`config.mk`:
```
export PLATFORM = sky130hd
export DESIGN_NAME = accel_cmd_sched
export DESIGN_NICKNAME = d
export VERILOG_FILES = /design/src/rtl/accel_cmd_sched.sv
export SDC_FILE = /design/constraint.sdc
export NUM_CORES = 1
export LEC_CHECK = 0
export BUFFER_PORTS_ARGS = -buffer_cell sky130_fd_sc_hd__buf_2
export CORE_AREA = 3 3 143 145
export CTS_CLUSTER_SIZE = 12
export DETAILED_ROUTE_END_ITERATION = 10
export DIE_AREA = 0 0 146 148
export PLACE_DENSITY_LB_ADDON = 0.25
export SLEW_MARGIN = 20
export SYNTH_ARGS = -nofsm -noshare
export SYNTH_HDL_FRONTEND = slang
export SYNTH_SLANG_ARGS = --single-unit
export TNS_END_PERCENT = 30
```
`constraint.sdc`:
```
create_clock -name clk -period 4 [get_ports clk]
set_clock_uncertainty 0.2 [all_clocks]
set_input_delay 0.8 -clock clk [delete_from_list [all_inputs] [get_ports clk]]
set_output_delay 0.8 -clock clk [all_outputs]
set_load 0.02 [all_outputs]
```
`src/rtl/accel_cmd_sched.sv`:
```
// Round-robin scheduler sharing one register-mapped add accelerator between
// NUM_REQ requesters: write A, write B, start, wait irq, read, clear, respond.
module accel_cmd_sched #(
  parameter int NUM_REQ = 4,
  parameter int ID_W    = 2,
  parameter int TIMEOUT = 15
) (
  input  logic                   clk,
  input  logic                   rst,
  input  logic [NUM_REQ-1:0]     req_valid,
  input  logic [NUM_REQ*32-1:0]  req_a,
  input  logic [NUM_REQ*32-1:0]  req_b,
  output logic [NUM_REQ-1:0]     req_ready,
  output logic                   resp_valid,
  input  logic                   resp_ready,
  output logic [ID_W-1:0]        resp_id,
  output logic [31:0]            resp_data,
  output logic                   resp_timeout,
  output logic                   busy,
  output logic                   acc_wr_en,
  output logic [3:0]             acc_addr,
  output logic [31:0]            acc_wr_data,
  input  logic [31:0]            acc_rd_data,
  input  logic                   acc_irq
);

  typedef enum logic [2:0] {
    S_IDLE, S_WR_A, S_WR_B, S_START, S_WAIT, S_CLEAR, S_RESP
  } state_t;

  state_t          state_q, state_d;
  logic [ID_W-1:0] rr_ptr_q, rr_ptr_d;
  logic [7:0]      cnt_q, cnt_d;
  logic [31:0]     a_q, a_d;
  logic [31:0]     b_q, b_d;
  logic [ID_W-1:0] id_q, id_d;
  logic            resp_valid_q, resp_valid_d;
  logic [ID_W-1:0] resp_id_q, resp_id_d;
  logic [31:0]     resp_data_q, resp_data_d;
  logic            resp_timeout_q, resp_timeout_d;
  logic            busy_q, busy_d;

  logic            gnt_found;
  logic [ID_W-1:0] gnt_id;
  logic [31:0]     gnt_a, gnt_b;

  // Two passes give the circular search starting at rr_ptr.
  always_comb begin
    gnt_found = 1'b0;
    gnt_id    = '0;
    gnt_a     = '0;
    gnt_b     = '0;
    for (int j = 0; j < NUM_REQ; j++) begin
      if (!gnt_found && req_valid[j] && (j >= int'(rr_ptr_q))) begin
        gnt_found = 1'b1;
        gnt_id    = ID_W'(j);
      end
    end
    for (int j = 0; j < NUM_REQ; j++) begin
      if (!gnt_found && req_valid[j] && (j < int'(rr_ptr_q))) begin
        gnt_found = 1'b1;
        gnt_id    = ID_W'(j);
      end
    end
    for (int j = 0; j < NUM_REQ; j++) begin
      if (ID_W'(j) == gnt_id) begin
        gnt_a = req_a[j*32 +: 32];
        gnt_b = req_b[j*32 +: 32];
      end
    end
  end

  always_comb begin
    state_d        = state_q;
    rr_ptr_d       = rr_ptr_q;
    cnt_d          = cnt_q;
    a_d            = a_q;
    b_d            = b_q;
    id_d           = id_q;
    resp_valid_d   = resp_valid_q;
    resp_id_d      = resp_id_q;
    resp_data_d    = resp_data_q;
    resp_timeout_d = resp_timeout_q;
    req_ready      = '0;
    acc_wr_en      = 1'b0;
    acc_addr       = 4'd0;
    acc_wr_data    = 32'd0;

    case (state_q)
      S_IDLE: begin
        if (gnt_found && !rst) begin
          for (int j = 0; j < NUM_REQ; j++) begin
            req_ready[j] = (ID_W'(j) == gnt_id);
          end
          a_d      = gnt_a;
          b_d      = gnt_b;
          id_d     = gnt_id;
          rr_ptr_d = (int'(gnt_id) == NUM_REQ - 1) ? '0 : gnt_id + 1'b1;
          state_d  = S_WR_A;
        end
      end
      S_WR_A: begin
        acc_wr_en   = 1'b1;
        acc_addr    = 4'd2;
        acc_wr_data = a_q;
        state_d     = S_WR_B;
      end
      S_WR_B: begin
        acc_wr_en   = 1'b1;
        acc_addr    = 4'd3;
        acc_wr_data = b_q;
        state_d     = S_START;
      end
      S_START: begin
        acc_wr_en   = 1'b1;
        acc_addr    = 4'd0;
        acc_wr_data = 32'h1;
        cnt_d       = 8'd0;
        state_d     = S_WAIT;
      end
      S_WAIT: begin
        acc_addr = 4'd1;
        if (acc_irq) begin
          resp_data_d    = acc_rd_data;
          resp_timeout_d = 1'b0;
          resp_id_d      = id_q;
          state_d        = S_CLEAR;
        end else if (cnt_q == 8'(TIMEOUT - 1)) begin
          resp_data_d    = 32'd0;
          resp_timeout_d = 1'b1;
          resp_id_d      = id_q;
          state_d        = S_CLEAR;
        end else begin
          cnt_d = cnt_q + 8'd1;
        end
      end
      // The done clear also drops an irq that arrives after a timeout.
      S_CLEAR: begin
        acc_wr_en    = 1'b1;
        acc_addr     = 4'd0;
        acc_wr_data  = 32'h2;
        resp_valid_d = 1'b1;
        state_d      = S_RESP;
      end
      S_RESP: begin
        if (resp_ready) begin
          resp_valid_d = 1'b0;
          state_d      = S_IDLE;
        end
      end
      default: state_d = S_IDLE;
    endcase

    busy_d = (state_d != S_IDLE);
  end

  always_ff @(posedge clk) begin
    if (rst) begin
      state_q        <= S_IDLE;
      rr_ptr_q       <= '0;
      cnt_q          <= 8'd0;
      a_q            <= 32'd0;
      b_q            <= 32'd0;
      id_q           <= '0;
      resp_valid_q   <= 1'b0;
      resp_id_q      <= '0;
      resp_data_q    <= 32'd0;
      resp_timeout_q <= 1'b0;
      busy_q         <= 1'b0;
    end else begin
      state_q        <= state_d;
      rr_ptr_q       <= rr_ptr_d;
      cnt_q          <= cnt_d;
      a_q            <= a_d;
      b_q            <= b_d;
      id_q           <= id_d;
      resp_valid_q   <= resp_valid_d;
      resp_id_q      <= resp_id_d;
      resp_data_q    <= resp_data_d;
      resp_timeout_q <= resp_timeout_d;
      busy_q         <= busy_d;
    end
  end

  assign resp_valid   = resp_valid_q;
  assign resp_id      = resp_id_q;
  assign resp_data    = resp_data_q;
  assign resp_timeout = resp_timeout_q;
  assign busy         = busy_q;

endmodule

```
==> reports/summary.md <==
## Timing
- 0.258 ns — worst hold margin
- 0 — endpoints failing hold
- 0 — final max-slew violation count
- 0.555 ns — Setup WS post-layout
- no — setup repair after global routing missed its margin
- 0 ns — final sum of negative setup slack
- 0.290 GHz — max frequency
- 3.44 ns — min Tclk post-route
- 0.884 ns — slew of the pin with the lowest slew margin
- 0.403 — Slew HR
- 0.861 — ratio of final minimum period to clock period
- 0 — final setup fails

## Global routing
- 40400 µm — first-pass GRT wire length
- 89 — largest net degree at the start of global routing
- 7341 — number of global-route vias before repair
- 0.236 — overall routing resource usage
- 3 — number of antenna violations at the first check in global routing
- 0 — gr ovfl total

## Routing
- 18.0 µm — Avg WL per Cell
- 27000 µm — final WL
- 0 — post-route ant nets
- 5.32 — vias per cell
- 0 — remaining design rule violation count
- 5 — drt first pass iters
- 437 — DRT iter0 DRCs
- 7989 — count of vias placed by the detailed router

## CTS
- 116 — total clock sinks
- 2 — maximum root-to-sink buffer count
- 0 — # resized after CTS
- yes — TritonCTS clock tree
- 17 — clock buffer count from CTS
- 4 — H-Tree Depth
- 0 — hold-fix buffers at CTS
- 0.42 ns — clk_lat worst skew
- sky130_fd_sc_hd__clkbuf_16 — Clock Root Buffer
- 0 — number of setup buffers added after CTS
- 0.06 ns — clock slew at the register clock pins of the worst setup and hold paths

## Setup path
- primary input to output pin — path type of the worst setup path
- 2.44 ns — arrival time of the worst setup path
- 3.00 ns — required time of the critical path
- buf_2, nand2b_1, a21oi_1, nor3_1, buf_4, inv_1, ha_4, and2_1, buf_2 — cell-by-cell listing of the critical path
- 50 — CP Max Fanout
- 4 — CP bufs+invs
- output pin — category of the worst setup path capture point
- 0.47 ns — delay of the slowest cell on the worst path
- sky130_fd_sc_hd__buf_2 — most repeated library cell on the critical path
- primary input — critical path startpoint category
- buffers and inverters — family with the most delay on the worst path
- sky130_fd_sc_hd__ha_4 — slowest cell on the critical path
- 0.90 ns — reg-to-reg slack, setup

## Yosys
- sky130_fd_sc_hd__nor2b_1 — most common cell in the synthesized netlist
- 0.00703 mm² — cell area after technology mapping
- sky130_fd_sc_hd__dfxtp_1, sky130_fd_sc_hd__nor2b_1, sky130_fd_sc_hd__o311a_1 — Synth area leaders
- 116 — post-synthesis sequential element count
- 7.71 µm² — average instance area after synthesis
- 0.330 — area fraction of the dominant cell type after synthesis
- sky130_fd_sc_hd__dfxtp_1 — post-synthesis cell type with the largest combined area
- 0.330 — sequential fraction of the synthesis area
- 0 — YS warnings
- 0 — share of synthesized flip-flops with an asynchronous set or reset
- sky130_fd_sc_hd__dfxtp_1 — flip-flop cell with the highest count after synthesis
- 0 — number of enable flip-flop cells after synthesis
- sky130_fd_sc_hd__nor2b_1, sky130_fd_sc_hd__dfxtp_1, sky130_fd_sc_hd__nand2_1 — list of most frequent post-synthesis cells
- 912 — post-synthesis instance total
- 45 — number of distinct library cells after synthesis

## Floorplanning
- 374 — I/O pins
- 51 — row cnt
- 146 µm — die width
- 0.0216 mm² — area of the die
- 0.0193 mm² — Placeable Area
- 0.363 — effective utilization at floorplan
- 148 µm — Vert. Die Dim

## Place
- 19900 µm — detailed-placement wirelength estimate
- 1468 — DP Cell Count
- 371 — number of buffers added on ports
- 0.811 — final weighted congestion in routability-driven placement
- 0.508 ns — DP Worst Slack
- 0.00903 mm² — placed standard-cell area

## Power
- 0.261 mV — largest voltage drop on the vdd net
- 4.35 nW — Leak Pwr
- 436 mW/mm² — total power divided by cell area

## Cells and area
- 0.352 — share of cells above drive strength 1
- 1524 — number of nets in the layout
- 1503 — Final Instance Count excl. Fillers
- 37.3% — synthesis-to-finish area growth
- 0.00965 mm² — Design Area, Final

## Run status
- complete, no violations — result of the run

## Min path
- flip-flop to flip-flop — Hold/Removal Path Class

## Run
- 0 — max-capacitance violation count

-- cells in the final DEF, fill, tap and decap left out, drive strengths merged, types with 3 or more instances in the layout --
cell    netlist  final
nand3         5      5
o311a        64     64
inv           6     17
nand2       112    112
nand4         3      3
o21ai        39     39
a221oi       64     64
nand2b        5      5
a22o         30     30
nor2b       127    127
clkbuf       69     17
nor3         66     66
or3           5      5
and2          7      7
dfxtp       116    116
and3          3      3
buf          31    390
ha            6      6
diode         0      3
nor2         72     72
mux2i         6      6
a21oi        51     51
-- worst reg2reg max path, delay by kind of cell, from the launching register on --
family          cells  cell delay [ns]
compound gates      1             0.17
fa+ha+maj           1             0.44
buf+inv             2             0.92
flops               1             0.43
mux                 1             0.24
simple gates        4             0.64
-- layer usage --
metal,global-route usage,up-vias,share of wire
met3,0.0570,30,0.067
met1,0.293,3692,0.42
met5,0,-,0
met2,0.407,305,0.50
met4,0.0738,0,0.022
li1,-,3962,-
-- path summary, 6_finish.rpt --
path | startpoint | endpoint | cells past startpoint
hold reg to reg | id_q[0] | id_q[0] | 2
hold / removal | id_q[0] | id_q[0] | 2
setup reg to reg | rr_ptr_q[1] | a_q[23] | 9
setup / recovery | req_valid[2] | req_ready[2] | 9
-- stage by stage --
stage                      util  power (mW)
after floorplan               -        2.19
after global placement    0.467        2.65
after detailed placement  0.467        2.65
after CTS                 0.499        4.26
after global routing      0.499        4.43
final                     0.499        4.21
-- flip-flops by register name, indices dropped and copies added, names as in the netlist --
register and cells:
id_q 2, b_q 32, a_q 32, resp_id 2, rr_ptr_q 2, busy 1, resp_valid 1, state_q 3
resp_timeout 1, resp_data 32, cnt_q 8
-- power breakdown --
group,switching (mW),internal (mW)
clock,0.636,0.947
sequential,0.120,1.27
combinational,0.694,0.539
total,1.45,2.76
-- kinds of logic (layout without fill, tap and decap cells) --
| group | Yosys count | count (layout) | share of synthesized area |
|---|---|---|---|
| simple gates | 413 | 413 | 0.294 |
| compound gates | 264 | 264 | 0.291 |
| flops | 116 | 116 | 0.330 |
| buf+inv | 106 | 428 | 0.0644 |
| fa+ha+maj | 6 | 6 | 0.0107 |
| mux | 6 | 6 | 0.00855 |
| other cells | 1 | 5 | 0.000534 |
-- cell type report --
class / instances / area (µm²)
diodes: 3 / 7.51
clock buffers: 17 / 425
clock inverters: 15 / 181
fillers: 1970 / 9690
inverters: 6 / 22.5
multi-input cells: 691 / 4310
flip-flops and latches: 116 / 2320
well taps: 265 / 332
repair buffers: 390 / 2050
No activity file was read; power rests on OpenSTA's default activity.
